==> src/rtl/alu_sout_receiver.sv <==
// Receiver behind the serial ALU output: deserializes 11-bit packets and decodes OK/error responses.
// Latency: result strobe one cycle after the CTL stop bit; no backpressure (line cannot be stalled).
module alu_sout_receiver #(
  parameter int          DATA_BYTES = 4,
  parameter logic [2:0]  CRC_POLY   = 3'b011
) (
  input  logic        clk,
  input  logic        rst,
  input  logic        sin,
  output logic        res_valid,
  output logic [31:0] res_data,
  output logic [3:0]  res_flags,
  output logic        res_crc_ok,
  output logic        res_err,
  output logic [5:0]  res_err_flags,
  output logic        res_parity_ok,
  output logic        proto_err
);

  localparam int             CW   = $clog2(DATA_BYTES + 1);
  localparam logic [CW-1:0]  FULL = CW'(DATA_BYTES);

  typedef enum logic [1:0] {IDLE, TYPE, DATA, STOP} state_t;

  state_t         state, state_nxt;
  logic           typ;
  logic [7:0]     sh;
  logic [2:0]     bcnt;
  logic [CW-1:0]  cnt;
  logic [31:0]    acc;

  logic           deliver;
  logic           frame_err;
  logic           data_acc;
  logic           ok_rsp;
  logic           err_rsp;
  logic           seq_err;
  logic [2:0]     crc_calc;

  // MSB-first serial CRC3 over {C, 1'b0, flags}, seeded with zero.
  function automatic logic [2:0] crc3(input logic [36:0] bits);
    logic [2:0] s;
    logic       fb;
    s = 3'b000;
    for (int i = 36; i >= 0; i--) begin
      fb = s[2] ^ bits[i];
      s  = {s[1:0], 1'b0} ^ (fb ? CRC_POLY : 3'b000);
    end
    return s;
  endfunction

  always_ff @(posedge clk) begin
    if (rst) state <= IDLE;
    else     state <= state_nxt;
  end

  always_comb begin
    state_nxt = state;
    deliver   = 1'b0;
    frame_err = 1'b0;
    case (state)
      IDLE: if (!sin) state_nxt = TYPE;
      TYPE: state_nxt = DATA;
      DATA: if (bcnt == 3'd0) state_nxt = STOP;
      STOP: begin
        state_nxt = IDLE;
        deliver   = sin;
        frame_err = !sin;
      end
      default: state_nxt = IDLE;
    endcase
  end

  always_ff @(posedge clk) begin
    if (rst) begin
      typ  <= 1'b0;
      sh   <= 8'h00;
      bcnt <= 3'd0;
    end else begin
      case (state)
        TYPE: begin
          typ  <= sin;
          bcnt <= 3'd7;
        end
        DATA: begin
          sh   <= {sh[6:0], sin};
          bcnt <= bcnt - 3'd1;
        end
        default: ;
      endcase
    end
  end

  // Byte-level sequencing; the shift register holds the complete byte while in STOP.
  always_comb begin
    data_acc = deliver && !typ && (cnt < FULL);
    ok_rsp   = deliver && typ && !sh[7] && (cnt == FULL);
    err_rsp  = deliver && typ && sh[7] && (cnt == '0);
    seq_err  = deliver && !(data_acc || ok_rsp || err_rsp);
    crc_calc = crc3({acc, 1'b0, sh[6:3]});
  end

  always_ff @(posedge clk) begin
    if (rst) begin
      cnt           <= '0;
      acc           <= 32'h0;
      res_valid     <= 1'b0;
      proto_err     <= 1'b0;
      res_data      <= 32'h0;
      res_flags     <= 4'h0;
      res_crc_ok    <= 1'b0;
      res_err       <= 1'b0;
      res_err_flags <= 6'h0;
      res_parity_ok <= 1'b0;
    end else begin
      res_valid <= ok_rsp || err_rsp;
      proto_err <= frame_err || seq_err;
      if (data_acc) begin
        acc <= {acc[23:0], sh};
        cnt <= cnt + CW'(1);
      end
      if (frame_err || seq_err) cnt <= '0;
      if (ok_rsp) begin
        cnt           <= '0;
        res_data      <= acc;
        res_flags     <= sh[6:3];
        res_crc_ok    <= (crc_calc == sh[2:0]);
        res_err       <= 1'b0;
        res_err_flags <= 6'h0;
        res_parity_ok <= 1'b0;
      end
      if (err_rsp) begin
        cnt           <= '0;
        res_data      <= 32'h0;
        res_flags     <= 4'h0;
        res_crc_ok    <= 1'b0;
        res_err       <= 1'b1;
        res_err_flags <= sh[6:1];
        res_parity_ok <= ~^sh;
      end
    end
  end

endmodule

==> config.mk <==
export PLATFORM = sky130hd
export DESIGN_NAME = alu_sout_receiver
export DESIGN_NICKNAME = d
export VERILOG_FILES = /design/src/rtl/alu_sout_receiver.sv
export SDC_FILE = /design/constraint.sdc
export NUM_CORES = 1
export LEC_CHECK = 0
export BUFFER_PORTS_ARGS = -buffer_cell sky130_fd_sc_hd__buf_2
export CAP_MARGIN = 5
export CORE_ASPECT_RATIO = 1.4
export CORE_MARGIN = 5
export CORE_UTILIZATION = 45
export DETAILED_ROUTE_END_ITERATION = 12
export HOLD_SLACK_MARGIN = 0.15
export SLEW_MARGIN = 20
export SYNTH_ARGS = -nofsm -noshare
export SYNTH_HDL_FRONTEND = slang
export SYNTH_SLANG_ARGS = --single-unit
==> constraint.sdc <==
create_clock -name clk -period 2.3 [get_ports clk]
set_clock_uncertainty 0.2 [all_clocks]
set_input_delay 0.115 -clock clk [delete_from_list [all_inputs] [get_ports clk]]
set_output_delay 0.115 -clock clk [all_outputs]
set_load 0.02 [all_outputs]
After elaboration in Yosys (flattened, before gate mapping). Index checks and enable logic that the tools add are counted. W data, S select, Z words.

Mux-type cells: 48. Add/subtract/negate cells: 2. Order comparisons: 1. Bitwise logic cells: 71. Reduce and logical (&&, ||, !) cells: 25. Eq/ne operators: 7.

Operators with widths (number): $xor A3 B2 Y3 (36); $mux W2 (39); $xor A1 B1 Y1 (34); $mux W6 (2); $logic_and A1 B1 Y1 (8); $pmux W2 S4 (1); $reduce_xnor A8 Y1 (1); $logic_not A3 Y1 (2); $pmux W3 S2 (1); $mux W1 (5); $eq A2 B2 Y1 const B (2); $logic_not A1 Y1 (4); $logic_or A1 B1 Y1 (4); $ne A2 B2 Y1 const B (2); $reduce_bool A2 Y1 (2); $reduce_or A4 Y1 (1); $add A3 B1 Y3 const B (1); $eq A3 B3 Y1 (1); $eq A3 B3 Y1 const B (1); $lt A3 B3 Y1 const B (1); $sub A3 B1 Y3 const B (1); $eq A2 B1 Y1 const B (1); $logic_not A2 Y1 (1); $reduce_and A2 Y1 (1); other kinds (2) (2).

Output and inout port bits: 47. Register bits: 96. Word-level logic and storage cells: 168. Input port bits: 3.

Logic depth before layout (Yosys ltp). Gate-level depths: netlist of run 1.

Depth in word-level cells: 108. Mapped depth: 9. Mapped depth without buffers: 8.

Worst setup path before layout of run 1. Ideal clock, no wire load.

Path type: register to register. Start: register acc[18]. End: register res_crc_ok. Data required time: 2.026 ns. Slack: 0.135 ns. Period minus slack after synthesis: 2.165 ns. Arrival: 1.891 ns. Setup time: 0.074 ns. Buffers on the path: 0. Cell stages (with the launch flop): 7. Path through: dfxtp_1 -> xnor3_2 -> xor2_4 -> xor3_2 -> nand3_1 -> a211o_1 -> a31oi_1.

Longest elaborated chain between the ends: 49. Elaborated cells on any way between the ends: 70. Those cells by class: 1 x eq/ne; 23 x mux; 46 x bitwise.

RTL lines: start, declared (line 30) `logic [31:0] acc;`; start signal, assigned (line 119) `acc <= {acc[23:0], sh};`; $xor A1 B1 Y1 (*) (line 46) `fb = s[2] ^ bits[i];`; $mux W2 (*) (line 47) `s = {s[1:0], 1'b0} ^ (fb ? CRC_POLY : 3'b000);`; $xor A3 B2 Y3 (*) (2 in a row) (line 47); $xor A1 B1 Y1 (line 46); $mux W2 (line 47); $xor A3 B2 Y3 (*) (2 in a row) (line 47); $xor A1 B1 Y1 (line 46); $mux W2 (line 47); [... 28 more ...]; $xor A3 B2 Y3 (*) (2 in a row) (line 47); $xor A1 B1 Y1 or $xor A3 B2 Y3 (tied branches) (line 46, 47); $mux W2 or $xor A1 B1 Y1 (tied branches) (line 47, 46); $xor A3 B2 Y3 (*) (3 in a row) (line 47); $xor A1 B1 Y1 or $mux W2 (tied branches) (line 46, 47); $mux W2 or $xor A3 B2 Y3 (tied branches) (line 47); $xor A3 B2 Y3 (*) (line 47); $eq A3 B3 Y1 (*) (line 127) `res_crc_ok <= (crc_calc == sh[2:0]);`; end signal, assigned (line 127); end, declared (line 13) `output logic res_crc_ok,`.

Every way passes the cells marked *; elsewhere a longest branch is shown, timed or not. A chain may end at the register's enable or synchronous reset.

Worst setup path after layout of run 1.
Start: register acc[23]. End: register res_crc_ok.

Longest elaborated chain between the ends: 59. Elaborated cells on any way between the ends: 85. Those cells by class: 1 x eq/ne; 28 x mux; 56 x bitwise.

RTL lines (line): $xor A1 B1 Y1 (*) (46); $mux W2 (*) (47); $xor A3 B2 Y3 (*) (2 in a row) (47); $xor A1 B1 Y1 (46); $mux W2 (47); $xor A3 B2 Y3 (*) (2 in a row) (47); $xor A1 B1 Y1 (46); $mux W2 (47); [... 39 more ...]; $xor A3 B2 Y3 (*) (2 in a row) (47); $xor A1 B1 Y1 (46); $mux W2 (47); $xor A3 B2 Y3 (*) (2 in a row) (47); $xor A1 B1 Y1 (46); $mux W2 (47); $xor A3 B2 Y3 (*) (47); $eq A3 B3 Y1 (*) (127).

Marks and branches as above.

==> impl_metrics.py, run 1 <==
metrics = {
    "job": {
        "maxCapViolCount": 0,
    },
    "critical_path": {
        "cpPeakStageDelay_ns": 0.41,
        "crit_type": "reg -> reg",
        "r2r_cells": 7,
        "path_delay_family": "XOR/XNOR gates",
        "required_ns": 2.37,
        "slowest_stage": "dfxtp_1",
        "critPathBufInv": 1,
        "startpoint": "acc[23]",
        "worstSetupPathDepth": 7,
        "r2r_slack_ns": 0.04,
        "crit_chain": "xnor2_1 -> buf_4 -> xor2_1 -> xnor3_1 -> xnor2_1 -> a211o_1 -> a31oi_1",
        "crit_path_max_fanout": 4,
        "startpoint_type": "flop",
        "rr_startpoint": "acc[23]",
        "critPathArrivalTime_ns": 2.33,
        "crit_path_end_kind": "flop",
        "cpMostUsedCell": "xnor2_1",
    },
    "timing": {
        "setup_tns_ns": 0,
        "setup_viol": 0,
        "max_freq_mhz": 442.6,
        "post-route-period-util_pct": 98.24,
        "slew_headroom_pct": 62.33,
        "hold_viol": 0,
        "maxSlewViolCount": 0,
        "finalCriticalPeriod_ns": 2.260,
        "setup_slack_ns": 0.04047,
        "tightest_slew_ns": 0.5629,
    },
    "grt": {
        "grt_pass1_wl_um": 15230,
        "grt_usage_pct": 17.19,
        "overflow": 0,
        "grt_max_degree": 51,
        "grt_pass1_vias": 3079,
        "antenna_found_initial": 0,
    },
    "drt": {
        "drt_iter0_drc": 127,
        "remaining_drc_errors": 0,
        "wire_per_inst_um": 14.78,
        "via_per_inst": 5.054,
        "routed_wl_um": 9340,
        "firstDrtPassIters": 4,
        "ant_nets": 0,
        "num_vias": 3194,
    },
    "placed_design": {
        "dpl.hpwl_um": 6545,
        "io_buffers": 49,
        "gp_congestion": 0.8459,
        "post-place-ws_ns": 0.03422,
        "dpl_cell_area_mm2": 0.004466,
    },
    "power": {
        "comb_power_share_pct": 10.2,
        "switching_power_uw": 903.6,
        "power_density_mw_per_mm2": 762.6,
        "p_int_mw": 2.818,
        "switching_share_pct": 24.28,
        "peakVddDrop_uv": 472.3,
        "pwr-share-clk_pct": 42.9,
        "seq_power_share_pct": 46.9,
        "p_leak_nw": 1.971,
    },
    "layout": {
        "fin_util_pct": 54.68,
        "fin_nets": 532,
        "drive_gt1_share_pct": 20.19,
        "final_area_mm2": 0.004881,
        "layout_commonest_cell": "nand2_1",
        "mostFrequentLayoutCells": "nand2_1 (140), dfxtp_1 (92), a21oi_1 (71)",
        "area_growth_pct": 20.22,
        "n_antenna_cell": 0,
    },
    "logic_synthesis": {
        "yosysSeqAreaShare_pct": 47.33,
        "netlist_instances": 465,
        "synth-edff-count": 0,
        "ys_ff_latch": 96,
        "yosys_warnings": 0,
        "synth_flop_cell": "dfxtp_1",
        "yosysUniqueCellTypes": 39,
        "syn_area_per_cell_um2": 8.731,
        "netlist_area_mm2": 0.004060,
        "synth_fp_nets": 477,
        "async_flop_share_pct": 0,
    },
    "worst_hold_path": {
        "min_path_type": "reg -> reg",
        "min_delay_path_depth": 2,
        "hold_start": "res_data[26]",
    },
    "clock_network": {
        "cts_buffer_depth": 2,
        "htreeDepth": 3,
        "cts-root-buf": "clkbuf_16",
        "clkTransAtPathRegs_ns": 0.07,
        "cts_buffers": 9,
        "cts_tree": "done",
        "clock_latency_ns": 0.34,
        "cts_sinks": 96,
    },
    "floorplan": {
        "core.rowCount": 41,
        "initial_core_util_pct": 45.49,
        "chipWidth_um": 90.28,
        "die_area_mm2": 0.01105,
        "die_h_um": 122.4,
        "core_mm2": 0.008926,
        "io_pins": 50,
    },
    "status": {
        "run_status": "finished, final reports clean",
    },
}
==> worst reg2reg max path, cell delays in order, from the launching register on <==
cell,delay (ns)
dfxtp_1,0.41
xnor2_1,0.14
buf_4,0.16
xor2_1,0.23
xnor3_1,0.39
xnor2_1,0.17
a211o_1,0.31
a31oi_1,0.18
==> cells by family (layout without fill, tap and decap cells) <==
group,Yosys count,in the layout,synth area share (%)
AOI/OAI and AO/OA,88,88,12.08
xor gates and xnor gates,48,48,14.02
adders and majority gates,9,9,2.774
buffers and inverters,40,100,4.098
DFF,96,96,47.33
muxes,11,11,2.743
and+or+nand+nor,173,173,16.95
==> power groups by stage <==
stage | Sequential (mW) | Clock [mW] | Combinational, mW
global placement | 1.78 | 0 | 0.351
finish | 1.75 | 1.60 | 0.380
detailed placement | 1.78 | 0 | 0.364
CTS | 1.75 | 1.62 | 0.376
global route | 1.75 | 1.69 | 0.434
floorplan | 1.77 | 0 | 0.293
==> synth_stat cells, types with 2 or more instances <==
| master | n | area, um^2 |
|---|---|---|
| xnor3_2 | 2 | 47.55 |
| a21oi_1 | 71 | 355.3 |
| o21ai_0 | 2 | 10.01 |
| nor3_1 | 6 | 30.03 |
| dfxtp_1 | 96 | 1922 |
| nand2_1 | 140 | 525.5 |
| buf_2 | 3 | 15.01 |
| xnor2_2 | 2 | 32.53 |
| nand3b_1 | 2 | 15.01 |
| clkbuf_1 | 23 | 86.33 |
| nor2_1 | 16 | 60.06 |
| nand3_1 | 3 | 15.01 |
| buf_1 | 4 | 15.01 |
| a311oi_1 | 2 | 17.52 |
| xnor3_1 | 5 | 112.6 |
| xnor2_1 | 28 | 245.2 |
| a22o_1 | 6 | 52.55 |
| ha_1 | 9 | 112.6 |
| xor2_1 | 9 | 78.83 |
| inv_1 | 8 | 30.03 |
| mux2i_1 | 10 | 100.1 |
==> layer usage <==
metal  global-route usage (%)  wire length (um)
met5                        0                 0
met4                    7.542               210
met3                    2.759               265
met2                    30.63              4798
met1                    20.38              4066
==> state kept, by name (all words and copies together) (netlist names) <==
signal,count
sh,8
res_data,32
proto_err,1
res_crc_ok,1
res_valid,1
res_err,1
bcnt,3
state,2
res_parity_ok,1
typ,1
res_flags,4
acc,32
cnt,3
res_err_flags,6
==> worst paths after layout <==
check	to
max	res_crc_ok
min	res_data[26]
max reg2reg	res_crc_ok
min reg2reg	res_data[26]
==> repair_timing <==
| item | CTS | global route |
|---|---|---|
| setup endpoints to repair | 0 | 1 |
| setup buffers | 0 | 3 |
| resized for setup | 0 | 10 |
| endpoints found under the hold margin | 10 | 0 |
| hold buffers | 3 | 0 |
==> cell type report <==
type	count	area [um^2]
Clock inverter	7	95.09
Fill cell	868	4045
Tap cell	107	133.9
Timing Repair Buffer	76	455.4
Sequential cell	96	1927
Inverter	8	30.03
Multi-Input combinational cell	329	2014
Clock buffer	9	225.2
==> stage by stage <==
| step | total power, mW | hold slack (ns) | cells |
|---|---|---|---|
| 6_report | 3.722 | 0.2512 | 632 |
| 5_1_grt | 3.875 | 0.2689 | 632 |
| 4_1_cts | 3.738 | 0.2535 | 629 |
| 3_5_place_dp | 2.146 | 0.2381 | 610 |
| 3_3_place_gp | 2.132 | 0.2329 | 610 |
| 2_1_floorplan | 2.067 | 0.06220 | 465 |
(Power assumes the default switching activity.)
==> run 2: changes to the inputs <==
Settings changed: PLACE_DENSITY from default to 0.72, REMOVE_ABC_BUFFERS from default to 1.
Clock period 2.3 ns to 1.95 ns, I/O delays scaled along.
==> run 2 against run 1 <==
The run now ends with negative setup slack left. Clock power rose by 17%. Combinational power grew 31%. Sequential power grew 18%. Critical path depth unchanged. Setup slack worse by 0.25 ns. Via count rose by 3.7%. Die area unchanged. Flip-flop and latch count unchanged.
==> impl_metrics.py, run 2 (synthesis results as in run 1) <==
metrics = {
    "layout": {
        "reg_top3": "acc (32), res_data (32), sh (8)",
        "drive_gt1_share_pct": 26.98,
        "layout_commonest_cell": "nand2_1",
        "fin_nets": 564,
        "mostFrequentLayoutCells": "nand2_1 (140), dfxtp_1 (86), a21oi_1 (71)",
        "final.fill_count": 819,
        "area_growth_pct": 27.86,
        "fin_util_pct": 58.16,
        "final_area_mm2": 0.005191,
        "regArea_mm2": 0.001934,
        "multi_input_area_mm2": 0.002041,
        "n_antenna_cell": 0,
    },
    "critical_path": {
        "r2r_cells": 7,
        "crit_path_max_fanout": 2,
        "crit_chain": "xnor2_2 -> buf_4 -> xnor3_2 -> xnor2_2 -> nand3_1 -> a211o_1 -> a31oi_1",
        "startpoint": "acc[26]",
        "rr_startpoint": "acc[26]",
        "crit_type": "reg -> reg",
        "crit_path_end_kind": "flop",
        "cpPeakStageDelay_ns": 0.47,
        "critPathArrivalTime_ns": 2.24,
        "startpoint_type": "flop",
        "worst_r2r_endpoint": "res_crc_ok",
        "required_ns": 2.03,
        "r2r_slack_ns": -0.21,
        "critPathCapture": "res_crc_ok",
        "slowest_stage": "xnor3_2",
        "cpMostUsedCell": "xnor2_2",
    },
    "power": {
        "p_leak_nw": 2.154,
        "pwr-share-clk_pct": 42.4,
        "seq_power_share_pct": 46.4,
        "switching_share_pct": 23.86,
        "peakVddDrop_uv": 596.5,
        "power_density_mw_per_mm2": 855.4,
        "p_int_mw": 3.381,
        "switching_power_mw": 1.059,
        "comb_power_share_pct": 11.2,
    },
    "grt": {
        "grt_pass1_vias": 3256,
        "grt_pass1_wl_um": 15350,
        "antenna_found_initial": 0,
        "overflow": 0,
        "grt_max_degree": 32,
        "grt_usage_pct": 17.24,
    },
    "floorplan": {
        "die_h_um": 122.4,
        "core_mm2": 0.008926,
        "initial_core_util_pct": 45.49,
        "core.rowCount": 41,
        "chipWidth_um": 90.28,
        "die_area_mm2": 0.01105,
        "io_pins": 50,
    },
    "clock_network": {
        "cts_buffer_depth": 2,
        "clock_latency_ns": 0.35,
        "htreeDepth": 3,
        "cts-root-buf": "clkbuf_16",
        "cts_sinks": 96,
        "cts_buffers": 9,
        "clkTransAtPathRegs_ns": 0.07,
        "cts_tree": "done",
    },
    "placed_design": {
        "io_buffers": 49,
        "dpl.hpwl_um": 6527,
        "post-place-ws_ns": -0.2677,
        "dpl_cell_area_mm2": 0.004731,
        "gp_congestion": 0.8797,
    },
    "timing": {
        "max_freq_mhz": 463.1,
        "maxSlewViolCount": 0,
        "finalCriticalPeriod_ns": 2.159,
        "hold_viol": 0,
        "slew_headroom_pct": 75.43,
        "post-route-period-util_pct": 110.7,
        "rsz0062_at_grt": "true",
        "tightest_slew_ns": 0.3647,
        "setup_viol": 1,
        "setup_slack_ns": -0.2094,
    },
    "job": {
        "maxCapViolCount": 0,
    },
    "drt": {
        "wire_per_inst_um": 13.79,
        "via_per_inst": 4.997,
        "num_vias": 3313,
        "firstDrtPassIters": 4,
        "remaining_drc_errors": 0,
        "routed_wl_um": 9141,
        "ant_nets": 0,
        "drt_iter0_drc": 149,
    },
    "worst_hold_path": {
        "min_path_type": "reg -> reg",
    },
    "status": {
        "run_status": "complete, but fails checks",
        "violations": "negative setup slack",
    },
}
run 2: worst max-delay path, delay by kind of cell (launching register included):
kind	cells	cell delay [ns]
flops	1	0.34
compound gates	2	0.43
xor+xnor	3	0.87
simple gates	1	0.11
buf+inv	1	0.14
run 2: area by class of cell:
cell class	instances	area share, %
multi-input cells	329	39.31
flip-flops and latches	96	37.26
repair buffers	108	14.10
clock buffers	10	4.604
well taps	107	2.579
clock inverters	5	1.567
inverters	8	0.5785
run 2: power groups by stage:
stage               Combinational (mW)  Sequential, mW  Clock (mW)
floorplan                        0.319            2.09           0
global placement                 0.436            2.09           0
detailed placement               0.473            2.10           0
CTS                              0.491            2.06        1.92
global route                     0.557            2.06        2.00
finish                           0.497            2.06        1.88
run 2: how the worst min path moves through the flow:
stage                      start            to  slack [ns]  cells after the start
global placement             sin           typ        0.23                      3
detailed placement           sin         sh[0]        0.24                      3
CTS                 res_flags[1]  res_flags[1]        0.25                      2
global route         res_data[8]   res_data[8]        0.27                      2
finish              res_data[12]  res_data[12]        0.25                      2
floorplan                    rst        acc[0]       -0.03                      1
run 2: stage by stage:
stage / TNS [ns] / std cells / hold WS (ns) / power (mW)
final: -0.2094 / 663 / 0.2518 / 4.440
after global routing: -0.3121 / 663 / 0.2693 / 4.621
after CTS: -0.1706 / 662 / 0.2537 / 4.471
after detailed placement: -0.3268 / 642 / 0.2397 / 2.574
after global placement: -0.1740 / 642 / 0.2336 / 2.531
after floorplan: -44.00 / 433 / -0.03343 / 2.413
run 2: what timing repair did:
action,4_1_cts,5_1_grt
pin swaps,11,4
gates cloned,0,0
setup endpoints to repair,9,41
hold buffers,3,0
gates resized for setup,13,14
buffers inserted,2,1
hold endpoints to repair,44,0
run 2: metal layers:
metal / wire length (um) / up-vias / part of all wire (%) / global-route usage, %
met2: 4723 / 62 / 52 / 30.49
li1: - / 1691 / - / -
met5: 0 / - / 0 / 0
met1: 3760 / 1541 / 41 / 19.36
met4: 214 / 0 / 2.3 / 7.263
met3: 443 / 19 / 4.8 / 4.966
==> run 3: changes to the inputs <==
Settings changed: CTS_CLUSTER_SIZE from default to 12, REMOVE_ABC_BUFFERS 1 to default.
==> run 3 against run 2 <==
Setup slack got worse by 0.0028 ns. Power fell by 2.2%. The run still ends with negative setup slack left. Final cell count rose by 0.45%. Register-to-register slack is essentially flat. Via count rose by 3.0%. First-iteration DRC count is 38% higher.
==> impl_metrics.py, run 3 (synthesis results as in run 1) <==
metrics = {
    "status": {
        "run_status": "complete, but fails checks",
        "violations": "negative setup slack",
    },
    "worst_hold_path": {
        "min_path_type": "reg -> reg",
    },
    "placed_design": {
        "dpl.hpwl_um": 6966,
        "io_buffers": 49,
        "post-place-ws_ns": -0.2528,
        "dpl_cell_area_mm2": 0.004815,
        "gp_congestion": 0.8627,
    },
    "clock_network": {
        "cts_buffer_depth": 2,
        "cts_tree": "done",
        "clock_latency_ns": 0.35,
        "clkTransAtPathRegs_ns": 0.07,
        "htreeDepth": 3,
        "cts-root-buf": "clkbuf_16",
        "cts_buffers": 9,
        "cts_sinks": 96,
    },
    "timing": {
        "setup_slack_ns": -0.2122,
        "tightest_slew_ns": 0.5112,
        "slew_headroom_pct": 65.92,
        "post-route-period-util_pct": 110.9,
        "max_freq_mhz": 462.5,
        "rsz0062_at_grt": "true",
        "hold_viol": 0,
        "whs_ns": 0.2525,
        "setup_viol": 1,
        "maxSlewViolCount": 0,
        "finalCriticalPeriod_ns": 2.162,
    },
    "layout": {
        "fin_nets": 566,
        "drive_gt1_share_pct": 26.65,
        "fin_util_pct": 58.40,
        "reg_top3": "acc (32), res_data (32), sh (8)",
        "final_area_mm2": 0.005213,
        "mostFrequentLayoutCells": "nand2_1 (140), dfxtp_1 (90), a21oi_1 (71)",
        "area_growth_pct": 28.38,
        "layout_commonest_cell": "nand2_1",
        "final.fill_count": 778,
        "n_antenna_cell": 0,
    },
    "grt": {
        "grt_max_degree": 49,
        "overflow": 0,
        "grt_pass1_wl_um": 16190,
        "grt_usage_pct": 18.17,
        "antenna_found_initial": 0,
        "grt_pass1_vias": 3481,
    },
    "critical_path": {
        "required_ns": 2.02,
        "crit_chain": "xnor3_2 -> xor2_4 -> xnor3_2 -> nor3_1 -> o211ai_1 -> a31oi_1",
        "critPathArrivalTime_ns": 2.24,
        "path_delay_family": "XOR/XNOR gates",
        "crit_type": "reg -> reg",
        "critPathBufInv": 0,
        "slowest_stage": "xnor3_2",
        "crit_path_max_fanout": 4,
        "startpoint_type": "flop",
        "cpPeakStageDelay_ns": 0.47,
        "cpMostUsedCell": "xnor3_2",
        "crit_path_end_kind": "flop",
    },
    "power": {
        "power_density_mw_per_mm2": 832.9,
        "peakVddDrop_uv": 641.6,
        "power.total_mw": 4.342,
        "p_leak_nw": 2.175,
    },
    "drt": {
        "remaining_drc_errors": 0,
        "routed_wl_um": 9839,
        "via_per_inst": 5.123,
        "num_vias": 3412,
        "wire_per_inst_um": 14.77,
        "firstDrtPassIters": 4,
        "drt_iter0_drc": 205,
        "ant_nets": 0,
    },
    "floorplan": {
        "core.rowCount": 41,
        "initial_core_util_pct": 45.49,
        "chipWidth_um": 90.28,
        "die_area_mm2": 0.01105,
        "die_h_um": 122.4,
        "io_pins": 50,
        "core_mm2": 0.008926,
    },
    "job": {
        "maxCapViolCount": 0,
    },
}
[run 3: changes by cell type in the layout (fill, tap and decap cells not counted), sizes merged]
cell	before	now
clkinv	2	4
clkinvlp	1	0
buf	105	108
bufinv	2	1
inv	8	9
dlygate4sd3	3	2
[run 3: layer usage]
metal | track usage (%) | up-vias | routed length, um
met5 | 0 | - | 0
met4 | 9.777 | 0 | 330
met3 | 3.311 | 25 | 350
met2 | 33.15 | 67 | 5176
met1 | 19.88 | 1631 | 3981
li1 | - | 1689 | -
[run 3: cell type report]
cell class | count | area (um^2) | share of cell area [%]
clock buffers | 10 | 239.0 | 4.585
clock inverters | 6 | 66.31 | 1.272
inverters | 8 | 30.03 | 0.5761
multi-input cells | 329 | 2056 | 39.44
flip-flops and latches | 96 | 1929 | 37.01
well taps | 107 | 133.9 | 2.568
repair buffers | 110 | 758.2 | 14.55
[run 3: final timing paths]
check,start,to,slack [ns],depth (start not counted)
worst max-delay path,acc[27],res_crc_ok,-0.21,6
worst min-delay path,res_data[24],res_data[24],0.25,2
worst max register to register,acc[27],res_crc_ok,-0.21,6
worst min register to register,res_data[24],res_data[24],0.25,2
[run 3: worst register-to-register path: cells and delay by family (launching register included)]
family	cells	cell delay, ns
xor gates and xnor gates	3	1.02
AOI/OAI and AO/OA	2	0.36
DFF	1	0.33
and+or+nand+nor	1	0.19
[run 3: per-stage QoR]
step	TNS (ns)	instances
after CTS	-0.1690	665
after global routing	-0.2721	666
after detailed placement	-0.3145	647
after floorplan	-0.09923	465
after global placement	-0.1274	647
final	-0.2122	666
[run 3: power by group]
group,total (mW),leakage [nW],internal [mW],switching [mW]
logic,0.490,1.25,0.207,0.283
registers,2.06,0.777,2.02,0.0443
clock network,1.79,0.153,1.03,0.754
total,4.34,2.18,3.26,1.08
[run 3: repair_timing]
action,4_1_cts,5_1_grt
pin swaps,0,1
resized for setup,3,13
hold endpoints to repair,28,0
hold buffers,2,0
buffers inserted,0,1
setup endpoints to repair,7,30
